[src/rtl/pc_gen_pkg.sv]
// Shared types and default constants for the fetch-side program-counter generator.
package pc_pkg;

  // Width of the pending-slot target field; the PC generator is instantiated at this XLEN.
  localparam int PC_XLEN = 32;

  localparam logic [PC_XLEN-1:0] PC_RESET_VEC_DEF = 32'h0000_0000;
  localparam logic [PC_XLEN-1:0] PC_TRAP_VEC_DEF  = 32'h0000_0100;

  typedef enum logic [1:0] {
    PC_BOOT = 2'd0,
    PC_RUN  = 2'd1,
    PC_HALT = 2'd2
  } pc_state_e;

  // One-deep holding slot for a redirect/trap that arrives while a fetch is stalled.
  typedef struct packed {
    logic               valid;
    logic               is_trap;
    logic [PC_XLEN-1:0] target;
  } pc_pending_t;

  // True when addr has any bit set below the instruction-size alignment.
  function automatic logic pc_misaligned(logic [PC_XLEN-1:0] addr, int ilen_bytes);
    logic [PC_XLEN-1:0] mask;
    mask = PC_XLEN'(ilen_bytes - 1);
    return (addr & mask) != '0;
  endfunction

endpackage

[src/rtl/pc_gen_if.sv]
// Instruction-fetch request channel: address with a valid/ready handshake.
interface pc_gen_if #(
  parameter int XLEN = 32
) ();

  logic            req_valid;
  logic            req_ready;
  logic [XLEN-1:0] req_pc;

  modport master (
    output req_valid,
    output req_pc,
    input  req_ready
  );

  modport slave (
    input  req_valid,
    input  req_pc,
    output req_ready
  );

endinterface

[src/rtl/pc_gen_redirect_arb.sv]
// Next-PC arbitration: trap / misaligned redirect / redirect / pending slot / sequential / hold,
// plus the one-entry pending slot that parks events arriving during a stalled fetch.
module pc_redirect_arb
  import pc_pkg::*;
#(
  parameter int              XLEN       = PC_XLEN,
  parameter int              ILEN_BYTES = 4,
  parameter logic [XLEN-1:0] TRAP_VEC   = XLEN'(PC_TRAP_VEC_DEF)
) (
  input  logic            clk,
  input  logic            rst,
  input  logic            redirect_valid,
  input  logic [XLEN-1:0] redirect_target,
  input  logic            trap_valid,
  input  logic            stall,
  input  logic            accept,
  input  logic [XLEN-1:0] pc_cur,
  input  logic [XLEN-1:0] pc_plus4,
  output logic [XLEN-1:0] pc_next,
  output logic            misalign_err
);

  logic        misalign;
  logic        event_trap;
  logic        event_redir;
  pc_pending_t pend_q;
  pc_pending_t pend_d;

  // A misaligned redirect is discarded and promoted to a trap.
  assign misalign    = redirect_valid && pc_misaligned(PC_XLEN'(redirect_target), ILEN_BYTES);
  assign event_trap  = trap_valid || misalign;
  assign event_redir = redirect_valid && !misalign;

  // Priority select of the next PC and next slot contents.
  always_comb begin
    pend_d  = pend_q;
    pc_next = pc_cur;
    if (stall) begin
      // Request outstanding: PC must hold, so park the event. A redirect never displaces a trap.
      if (event_trap) begin
        pend_d.valid   = 1'b1;
        pend_d.is_trap = 1'b1;
        pend_d.target  = PC_XLEN'(TRAP_VEC);
      end else if (event_redir && !(pend_q.valid && pend_q.is_trap)) begin
        pend_d.valid   = 1'b1;
        pend_d.is_trap = 1'b0;
        pend_d.target  = PC_XLEN'(redirect_target);
      end
    end else begin
      // Nothing outstanding (or accepting now): new events load the PC directly, slot drains.
      pend_d.valid   = 1'b0;
      pend_d.is_trap = 1'b0;
      if (event_trap) begin
        pc_next = TRAP_VEC;
      end else if (event_redir) begin
        pc_next = redirect_target;
      end else if (accept) begin
        pc_next = pend_q.valid ? XLEN'(pend_q.target) : pc_plus4;
      end
    end
  end

  // Pending slot register.
  always_ff @(posedge clk or negedge rst) begin
    if (!rst) begin
      pend_q <= '0;
    end else begin
      pend_q <= pend_d;
    end
  end

  // Misalignment flag, one cycle after the offending redirect.
  always_ff @(posedge clk or negedge rst) begin
    if (!rst) begin
      misalign_err <= 1'b0;
    end else begin
      misalign_err <= misalign;
    end
  end

endmodule

[src/rtl/pc_gen.sv]
// Program-counter generator for the fetch front end: BOOT/RUN/HALT control, PC register
// and the fetch-request handshake. Next-PC selection lives in pc_redirect_arb.
module pc_gen
  import pc_pkg::*;
#(
  parameter int              XLEN       = PC_XLEN,
  parameter int              ILEN_BYTES = 4,
  parameter logic [XLEN-1:0] RESET_VEC  = XLEN'(PC_RESET_VEC_DEF),
  parameter logic [XLEN-1:0] TRAP_VEC   = XLEN'(PC_TRAP_VEC_DEF)
) (
  input  logic            clk,
  input  logic            rst,
  input  logic            redirect_valid,
  input  logic [XLEN-1:0] redirect_target,
  input  logic            trap_valid,
  input  logic            halt,
  input  logic            resume,
  pc_gen_if.master        fetch,
  output logic [XLEN-1:0] pc_out,
  output logic [XLEN-1:0] pc_plus4,
  output logic            misalign_err,
  output logic            halted
);

  pc_state_e       state_q;
  pc_state_e       state_d;
  logic [XLEN-1:0] pc_q;
  logic [XLEN-1:0] pc_d;
  logic            req_valid_w;
  logic            halted_w;
  logic            stall;
  logic            accept;

  assign stall    = req_valid_w && !fetch.req_ready;
  assign accept   = req_valid_w && fetch.req_ready;
  assign pc_plus4 = pc_q + XLEN'(ILEN_BYTES);

  // Control state register.
  always_ff @(posedge clk or negedge rst) begin
    if (!rst) begin
      state_q <= PC_BOOT;
    end else begin
      state_q <= state_d;
    end
  end

  // Next state: halt waits for any outstanding request to be accepted; halt beats resume.
  always_comb begin
    state_d = state_q;
    case (state_q)
      PC_BOOT: state_d = PC_RUN;
      PC_RUN:  if (halt && !stall) state_d = PC_HALT;
      PC_HALT: if (resume && !halt) state_d = PC_RUN;
      default: state_d = PC_BOOT;
    endcase
  end

  // State decode to fetch-valid and halted indications.
  always_comb begin
    req_valid_w = 1'b0;
    halted_w    = 1'b0;
    case (state_q)
      PC_RUN:  req_valid_w = 1'b1;
      PC_HALT: halted_w    = 1'b1;
      default: ;
    endcase
  end

  pc_redirect_arb #(
    .XLEN       (XLEN),
    .ILEN_BYTES (ILEN_BYTES),
    .TRAP_VEC   (TRAP_VEC)
  ) u_arb (
    .clk             (clk),
    .rst             (rst),
    .redirect_valid  (redirect_valid),
    .redirect_target (redirect_target),
    .trap_valid      (trap_valid),
    .stall           (stall),
    .accept          (accept),
    .pc_cur          (pc_q),
    .pc_plus4        (pc_plus4),
    .pc_next         (pc_d),
    .misalign_err    (misalign_err)
  );

  // PC register; the arbiter already holds it while a request is stalled.
  always_ff @(posedge clk or negedge rst) begin
    if (!rst) begin
      pc_q <= RESET_VEC;
    end else begin
      pc_q <= pc_d;
    end
  end

  assign pc_out          = pc_q;
  assign halted          = halted_w;
  assign fetch.req_valid = req_valid_w;
  assign fetch.req_pc    = pc_q;

endmodule

[src/flat_wrapper.sv]
// flat-port wrapper written by rule: the top's interface ports become plain ports
module pc_gen_flat import pc_pkg::*;
#(
  parameter int              XLEN       = PC_XLEN,
  parameter int              ILEN_BYTES = 4,
  parameter logic [XLEN-1:0] RESET_VEC  = XLEN'(PC_RESET_VEC_DEF),
  parameter logic [XLEN-1:0] TRAP_VEC   = XLEN'(PC_TRAP_VEC_DEF)
)
  (clk, rst, redirect_valid, redirect_target, trap_valid, halt, resume, pc_out, pc_plus4, misalign_err, halted, fetch_req_valid, fetch_req_pc, fetch_req_ready);
  pc_gen_if #(.XLEN(XLEN)) fetch_i ();
  input  logic clk;
  input  logic rst;
  input  logic redirect_valid;
  input  logic [XLEN-1:0] redirect_target;
  input  logic trap_valid;
  input  logic halt;
  input  logic resume;
  output logic [XLEN-1:0] pc_out;
  output logic [XLEN-1:0] pc_plus4;
  output logic misalign_err;
  output logic halted;
  output wire logic [$bits(fetch_i.req_valid)-1:0] fetch_req_valid;
  output wire logic [$bits(fetch_i.req_pc)-1:0] fetch_req_pc;
  input wire logic [$bits(fetch_i.req_ready)-1:0] fetch_req_ready;
  assign fetch_req_valid = fetch_i.req_valid;
  assign fetch_req_pc = fetch_i.req_pc;
  assign fetch_i.req_ready = fetch_req_ready;
  pc_gen #(.XLEN(XLEN), .ILEN_BYTES(ILEN_BYTES), .RESET_VEC(RESET_VEC), .TRAP_VEC(TRAP_VEC)) u_core (.clk(clk), .rst(rst), .redirect_valid(redirect_valid), .redirect_target(redirect_target), .trap_valid(trap_valid), .halt(halt), .resume(resume), .fetch(fetch_i), .pc_out(pc_out), .pc_plus4(pc_plus4), .misalign_err(misalign_err), .halted(halted));
endmodule
[config.mk]
export PLATFORM = sky130hd
export DESIGN_NAME = pc_gen_flat
export DESIGN_NICKNAME = d
export VERILOG_FILES = /design/src/rtl/pc_gen_pkg.sv /design/src/rtl/pc_gen_if.sv /design/src/rtl/pc_gen_redirect_arb.sv /design/src/rtl/pc_gen.sv /design/src/flat_wrapper.sv
export SDC_FILE = /design/constraint.sdc
export NUM_CORES = 1
export LEC_CHECK = 0
export ABC_CLOCK_PERIOD_IN_PS = 2400
export CAP_MARGIN = 20
export CORE_MARGIN = 5
export CORE_UTILIZATION = 45
export DETAILED_ROUTE_END_ITERATION = 7
export GPL_TIMING_DRIVEN = 0
export PLACE_DENSITY = 0.9
export RECOVER_POWER = 25
export SYNTH_ARGS = -nofsm -noshare
export SYNTH_HDL_FRONTEND = slang
export SYNTH_SLANG_ARGS = --single-unit
[constraint.sdc]
create_clock -name clk -period 2.4 [get_ports clk]
set_input_delay 0.24 -clock clk [delete_from_list [all_inputs] [get_ports clk]]
set_output_delay 0.24 -clock clk [all_outputs]
set_load 0.005 [all_outputs]
Word level (Yosys, flattened, before mapping)
Cells that the tools add are included.

Add/sub/neg operators: 1. $mul: 0. Div/mod/pow operators: 0. Magnitude comparators: 0. Eq/ne operators: 5. Shift-type cells: 0. Mux-type cells: 12. Bitwise operators: 1. Reductions and logical operators: 21.

Operators by type and width (number): $mux 32 (4); $mux 34 (2); $add 32x3->32 const B (1); $reduce_bool 32->1 (1); $logic_and 1x1->1 (8); $mux 2 (3); $pmux 2 s3 (1); $reduce_and 2->1 (3); $logic_not 1->1 (5); $ne 2x1->1 const B (2); $ne 3x3->1 const B (1); $reduce_bool 3->1 (1); $eq 2x1->1 const B (1); $eq 2x2->1 const B (1); $logic_not 2->1 (1); $mux 1 (2); $reduce_bool 2->1 (1); $logic_or 1x1->1 (1); $not 1->1 (1).

Register bits: 69. Latch bits: 0. Memory bits (writable): 0. Bits in read-only memories: 0. Input port bits: 39. Output and inout port bits: 99. Word-level logic and storage cells: 46. Memories kept: 0.

Logic depth before layout (Yosys ltp)
Gate-level depths: netlist (run 1).

Depth after elaboration: 8. Mapped depth: 7. Depth with buffers taken out: 6.

By module
A second synthesis (run 1) with hierarchy kept.

Cell total of the unflattened synthesis: 399. Area, all modules: 3987.6 µm².

By module, submodules not included: pc_redirect_arb (times used 1, cells an instance 240, area an instance 2292.2 µm²); pc_gen (times used 1, cells an instance 159, area an instance 1695.4 µm²).

Worst setup path before layout (run 1)
OpenSTA, ideal clock, no wires.

Path type: register to output. Start: register u_core.pc_q[2] (netlist: u_core.fetch.req_pc[2]). End: output pc_plus4[18]. Data arrival time: 1.593 ns. Required time: 2.160 ns. Setup slack: 0.567 ns. Cell stages (with the launch flop): 6. Buffers on the path: 0. Path through: dfrtp_1 -> ha_1 -> nand3_1 -> or2_2 -> nor4_2 -> xor2_1.

Word-level cells in the longest chain between the ends: 1.

Ends and longest elaborated chain: start, declared (RTL line pc_gen.sv:27) `logic [XLEN-1:0] pc_q;`; start signal, assigned (RTL line pc_gen.sv:92) `pc_q <= pc_d;`; $add 32x3->32 (RTL line pc_gen.sv:36) `assign pc_plus4 = pc_q + XLEN'(ILEN_BYTES);`; end, declared (RTL line flat_wrapper.sv:19) `output logic [XLEN-1:0] pc_plus4;`.

No other way between the ends.

Final worst setup path (run 1)
Start: register u_core.pc_q[9] (netlist: u_core.fetch.req_pc[9]). End: output pc_plus4[16].

The elaborated chain is that of the path after synthesis.

==> results of run 1 <==
[Yosys cell counts (3+ instances only)]
library cell  instances
a311oi_1              9
mux2i_1               3
nor3_1                6
a2bb2oi_1             5
a22o_1                4
inv_1                40
and3_1                5
o22a_1                8
nand2_1              28
xor2_1                9
nor2b_1               5
nor2_1               29
a31oi_1               6
nand4_1               8
or2_2                 3
dfrtp_1              69
nand2b_1              3
nand3_1              55
o21ai_0              52
o31ai_1               5
o22ai_1               3
clkbuf_1             19
xnor2_1              19
buf_2                12
a21oi_1              34
o211ai_1              6
buf_4                36
[sequential cells by signal (all words and copies together) (netlist names)]
name                       count
u_core.u_arb.pend_q           34
u_core.state_q                 2
u_core.fetch.req_pc           32
u_core.u_arb.misalign_err      1
[layout by cell type, fill, tap and decap left out, drive strengths merged, types with 19 or more instances in the layout]
cell type	netlist	routed
dfrtp	69	69
inv	40	40
nand3	55	55
a21oi	35	35
nor2	30	30
xnor2	19	19
clkdlybuf4s50	0	113
nand2	28	28
buf	52	114
o21ai	53	53
clkbuf	19	28
[cell type report]
type                    count  area, um^2
plain buffers              69         440
well taps                 133         166
inverters                  40         150
multi-input cells         342        2330
flip-flops and latches     69        1750
repair buffers            196        1820
clock buffers               9         124
clock inverters             6        88.8
fillers                   653        2770
[power groups by stage]
stage               logic [uW]  registers (uW)  clock network (uW)
floorplan                 1220            1770                   0
global placement          2500            1830                   0
detailed placement        2600            1850                   0
CTS                       2740            1800                1050
global route              3110            1900                1120
finish                    2960            1870                1090
[metal layers]
layer,track usage,vias to the layer above,routed length (um)
met5,0,-,0
met3,0.0876,175,2520
met4,0.163,0,1350
met1,0.339,2530,6400
li1,-,2225,-
met2,0.470,594,8800
[repair_timing]
action | CTS | global route
gates cloned | 1 | 0
hold endpoints to repair | 0 | 0
pin swaps | 16 | 24
endpoints found under the setup margin | 25 | 52
buffers inserted | 34 | 25
resized for setup | 69 | 39
[worst max-delay path by stage]
stage	to	slack, ps	cells after the start
CTS	pc_plus4[27]	-70	6
floorplan	pc_plus4[18]	570	5
global placement	u_core.u_arb.pend_q[20]	-1250	1
global route	pc_plus4[16]	-140	6
finish	pc_plus4[16]	-160	6
detailed placement	pc_plus4[22]	-370	6
[logic make-up (layout without fill, tap and decap cells)]
logic type	after synthesis	after routing	share of synthesized area
buffers and inverters	111	320	0.133
AND/OR/NAND/NOR	157	157	0.184
flip-flops	69	69	0.394
XOR/XNOR	28	28	0.0560
multiplexers	3	3	0.00685
adder cells (fa/ha/maj)	1	1	0.00286
AO/OA/AOI/OAI	153	153	0.224
[stage by stage]
| stage | utilization | total power (uW) | area [um^2] | hold slack (ps) |
|---|---|---|---|---|
| global route | 0.713 | 6130 | 6870 | 495 |
| floorplan | - | 2990 | 4380 | -55.6 |
| CTS | 0.679 | 5590 | 6540 | 40.4 |
| global placement | 0.614 | 4330 | 5920 | 486 |
| detailed placement | 0.614 | 4440 | 5920 | 419 |
| finish | 0.713 | 5920 | 6870 | 350 |
==> run_results.csv, run 1 <==
group,metric,value,unit
global_route,grt_pass1_wl,26.4,mm
global_route,grt_util_all_layers,0.289,
pwr,p_leak,0.00311,uW
worst_setup_path,crit_fanout,4,
sta,relSlewSlack,-0.210,
yosys,synth_flop_cell,"dfrtp_1",
placement,dp_cells,792,
yosys,yosys.area.top_type,"dfrtp_1",
clock_network,cts_htree_levels,3,
worst_setup_path,max_stage_delay,540,ps
yosys,synthArstFlopShare,1.00,
outcome,violations,"capacitance limit, slew limit, setup timing",
worst_setup_path,reg2reg_from,"u_core.fetch.req_pc[10]",
yosys,synth.area.top_cells,"dfrtp_1, nand3_1, buf_4",
pwr,p_switching,2300,uW
yosys,synth_warnings,0,
placement,port_buffers,137,
placement,dp_slack,-372,ps
floorplanning,die_width,109,um
drt,antenna_left,0,
sta,fmax,391,MHz
worst_setup_path,r2r-end,"u_core.fetch.req_pc[25]",
pwr,power_frac_comb,0.500,
clock_network,cts.sinks,69,
clock_network,cts_buffer_depth,2,
yosys,post_synth_num_cell_types,58,
yosys,syn_nets,562,
worst_setup_path,start_kind,"register",
pwr,p_clk_frac,0.184,
yosys,synth-seq-cells,69,
drt,drc,0,
sta,fin_crit_sh,1.07,
sta,worstMarginPinSlew,1810,ps
pwr,swShare,0.388,
worst_setup_path,critPathBufInv,2,
drt,via_count,5524,
cells_and_area,diodes,0,
cells_and_area,drive_gt1_frac,0.260,
floorplanning,dieHeight,109,um
pwr,ir_drop,0.000478,V
drt,wl_per_cell,22.1,um
floorplanning,pin_count,138,
worst_setup_path,crit_type,"register to primary output",
floorplanning,fp.coreArea,9640,um^2
worst_setup_path,critPathLaunch,"u_core.fetch.req_pc[9]",
floorplanning,rows,36,
drt,drt_iter0_drc,907,
sta,finalClockSkew,9.92,ps
global_route,antenna_found_initial,0,
yosys,avgSynthCellArea,8.39,um^2
clock_network,clk_pin_slew,80,ps
placement,hpwl,11.2,mm
cells_and_area,final_cells,864,
run,max-cap-violations,1,
yosys,seq_area_frac_synth,0.394,
clock_network,clockRootBuffer,"clkbuf_8",
clock_network,cts_tree,"built",
cells_and_area,fin_nets,767,
yosys,synth_enable_flop_cells,0,
pwr,internal_power,3620,uW
worst_setup_path,cpMaxStageDelayCell,"clkdlybuf4s50_1",
drt,drt-pass1-iter-count,7,
worst_setup_path,cp.required,2160,ps
placement,place_congestion,0.984,
yosys,synth_top_area_frac,0.394,
sta,min_period,2560,ps
sta,final_max_slew_viol_count,70,
global_route,first_global_vias,5191,
floorplanning,dieArea,11800,um^2
floorplanning,initial_core_util,0.455,
worst_setup_path,critPathTopFamily,"buffers and inverters",
worst_setup_path,cp-end-kind,"primary output",
sta,final-hold-violation-count,0,
drt,vias_per_cell,6.39,
sta,setup_tns,-307,ps
clock_network,hold_buffers,0,
sta,rsz0062_at_grt,"yes",
worst_setup_path,r2r_cells,8,
clock_network,cts_buffers,9,
worst_setup_path,arrival,2320,ps
outcome,status,"complete, but fails checks",
worst_hold_path,hold_class,"primary input to async pin",
global_route,overflow,0,
worst_setup_path,path_cells,"nand4_1, buf_4, nor2_2, nand2_1, xnor2_2, clkdlybuf4s50_1",
drt,wirelength,19.1,mm
global_route,grt_max_degree,70,
yosys,syn-cell-area,4380,um^2
clock_network,clkLatencyLatePin,370,ps
pwr,pwr-share-seq,0.317,
worst_setup_path,rrSetupSlack,60,ps
cells_and_area,syn_to_final_growth,56.8,%
pwr,power_density,861,nW/um^2
sta,fin_ws,-157,ps
sta,setup_viol,6,
yosys,syn_inst,522,
Power figures use the tool's default switching activity.
==> inputs of run 2 (changes only) <==
--- a/config.mk
+++ b/config.mk
@@ -10,6 +10,7 @@
 export CORE_MARGIN = 5
 export CORE_UTILIZATION = 45
 export DETAILED_ROUTE_END_ITERATION = 7
+export GPL_ROUTABILITY_DRIVEN = 0
 export GPL_TIMING_DRIVEN = 0
 export PLACE_DENSITY = 0.9
 export RECOVER_POWER = 25
==> constraint.sdc (replaced) <==
create_clock -name clk -period 2.4 [get_ports clk]
set_input_delay 0.48 -clock clk [delete_from_list [all_inputs] [get_ports clk]]
set_output_delay 0.48 -clock clk [all_outputs]
set_load 0.005 [all_outputs]
==> run 2 against run 1 <==
  * The run ends with DRC, capacitance limit, slew limit, setup timing left
  * Sequential share of layout area is 1.2 points lower
  * Wire length is 15% higher
  * First-iteration DRC count is 38% higher
  * Global-route usage is 3.2 points higher
  * Clock skew hardly changed
  * Maximum frequency is 6.8% lower
  * Clock-buffer cell count stayed put
  * Setup slack worse by 190 ps
  * Register-to-register slack worse by 80 ps
  * Clock power is 12% lower
  * Via count is 8.3% higher
  * Power is 1.3% higher
==> run_results.csv, run 2 (synthesized netlist as in run 1, its figures left out) <==
group,metric,value,unit
drt,drt-pass1-iter-count,8,
worst_setup_path,crit_fanout,6,
floorplanning,dieHeight,109,um
drt,wl_per_cell,24.6,um
floorplanning,rows,36,
cells_and_area,drive_gt1_frac,0.345,
pwr,power_density,832,nW/um^2
cells_and_area,final_common_cell,"clkdlybuf4s50_1",
pwr,p_leak,0.00328,uW
worst_hold_path,hold_path_depth,1,
outcome,violations,"DRC, capacitance limit, slew limit, setup timing",
sta,fin_ws,-343,ps
worst_setup_path,arrival,2260,ps
worst_setup_path,cp.required,1920,ps
worst_hold_path,hold_class,"register to register",
worst_setup_path,cpMostUsedCell,"buf_6",
sta,fmax,365,MHz
worst_hold_path,holdPathEnd,"u_core.state_q[1]",
clock_network,clkLatencyLatePin,370,ps
sta,holdWs,517,ps
sta,min_period,2740,ps
sta,rsz0062_at_grt,"yes",
floorplanning,fp.coreArea,9640,um^2
worst_setup_path,rrSetupSlack,-20,ps
sta,fin_crit_sh,1.14,
placement,dp_cells,792,
cells_and_area,fin_nets,794,
sta,setup_viol,23,
clock_network,cts_htree_levels,3,
drt,antenna_left,0,
run,max-cap-violations,1,
global_route,overflow,0,
worst_setup_path,reg2reg_from,"u_core.fetch.req_pc[2]",
clock_network,cts_buffers,9,
drt,drc,78,
cells_and_area,mostFrequentLayoutCells,"clkdlybuf4s50_1, buf_4, o21ai_0, dfrtp_1, nand3_1",
sta,worstMarginPinSlew,1770,ps
clock_network,hold_buffers,0,
worst_setup_path,r2r-end,"u_core.fetch.req_pc[7]",
placement,port_buffers,137,
cells_and_area,largest_reg_flops,34,
sta,relSlewSlack,-0.180,
drt,wirelength,22.0,mm
global_route,grt_util_all_layers,0.320,
worst_setup_path,cpMaxStageDelayCell,"dfrtp_2",
outcome,status,"complete, but fails checks",
floorplanning,dieArea,11800,um^2
worst_setup_path,max_stage_delay,470,ps
global_route,antenna_found_initial,0,
sta,final-hold-violation-count,0,
floorplanning,pin_count,138,
floorplanning,die_width,109,um
clock_network,clockRootBuffer,"clkbuf_8",
cells_and_area,largest_register,"u_core.u_arb.pend_q",
worst_setup_path,crit_type,"register to primary output",
placement,hpwl,10.9,mm
cells_and_area,final_cells,892,
sta,final_max_slew_viol_count,70,
worst_setup_path,r2r_cells,15,
worst_setup_path,start_kind,"register",
pwr,ir_drop,0.000414,V
clock_network,cts_tree,"built",
global_route,grt_max_degree,70,
sta,finalClockSkew,10.1,ps
clock_network,cts_buffer_depth,2,
clock_network,cts.sinks,69,
cells_and_area,syn_to_final_growth,64.6,%
cells_and_area,diodes,0,
clock_network,clk_pin_slew,80,ps
worst_hold_path,min_from,"u_core.state_q[0]",
worst_setup_path,cp-end-kind,"primary output",
global_route,grt_pass1_wl,29.1,mm
floorplanning,initial_core_util,0.455,
worst_setup_path,path_cells,"nand4_4, nor3_4, buf_6, buf_6, buf_6, nand4_1, xnor2_1, buf_2",
drt,drt_iter0_drc,1250,
drt,vias_per_cell,6.71,
drt,via_count,5983,
global_route,first_global_vias,5498,
run 2: cell count changes in the layout (fill, tap and decap cells not counted), sizes merged:
| cell | previous run | this run |
|---|---|---|
| buf | 114 | 152 |
| bufinv | 2 | 1 |
| clkbuf | 28 | 34 |
| clkdlybuf4s50 | 113 | 109 |
| clkinv | 2 | 5 |
| clkinvlp | 2 | 1 |
| dlygate4sd2 | 9 | 0 |
| dlymetal6s2s | 10 | 6 |
run 2: through the flow:
step                power, uW  worst slack (ps)  area [um^2]   util  setup TNS (ps)
CTS                      5540              -197         6820  0.708           -1610
global route             6210              -425         7210  0.748           -4890
detailed placement       4430              -637         5920  0.614          -27100
finish                   6000              -343         7210  0.748           -3260
floorplan                2990               327         4380      -               0
global placement         4320             -1450         5920  0.614         -124360
run 2: repair_timing:
action                                  CTS  global route
endpoints found under the setup margin   59            77
resized for setup                       141            82
setup buffers                            59            33
pin swaps                                29            27
gates cloned                              1             0
run 2: final cells by class:
| class | count | area (um^2) |
|---|---|---|
| clock buffers | 9 | 124 |
| clock inverters | 7 | 66.3 |
| flip-flops and latches | 69 | 1750 |
| repair buffers | 224 | 2010 |
| multi-input cells | 342 | 2510 |
| well taps | 133 | 166 |
| fillers | 574 | 2430 |
| inverters | 40 | 150 |
| plain buffers | 68 | 435 |
run 2: how the worst max path moves through the flow:
stage | startpoint | endpoint | slack (ps) | cells past startpoint
after global routing | u_core.fetch.req_pc[10] | pc_plus4[29] | -420 | 9
after detailed placement | u_core.fetch.req_pc[2] | pc_plus4[22] | -640 | 6
after CTS | u_core.fetch.req_pc[2] | pc_plus4[22] | -200 | 6
final | u_core.fetch.req_pc[12] | pc_plus4[29] | -340 | 8
after floorplan | u_core.fetch.req_pc[2] | pc_plus4[18] | 330 | 5
after global placement | rst | u_core.u_arb.pend_q[20] | -1450 | 1
run 2: per-layer routing:
layer,share of wire,global-route usage,wire (um),up-vias
li1,-,-,-,2279
met4,0.092,0.161,2020,0
met2,0.44,0.519,9670,742
met5,0,0,0,-
met3,0.14,0.0983,3150,260
met1,0.32,0.385,7120,2702
run 2: worst max-delay path, delay by kind of cell (launching register included):
family        cells  cell delay (ps)
simple gates      3              660
buf+inv           4              510
xor+xnor          1              250
flops             1              470
run 2: power by group:
group	internal [uW]	switching, uW
combinational	1600	1550
sequential	1490	400
clock	474	487
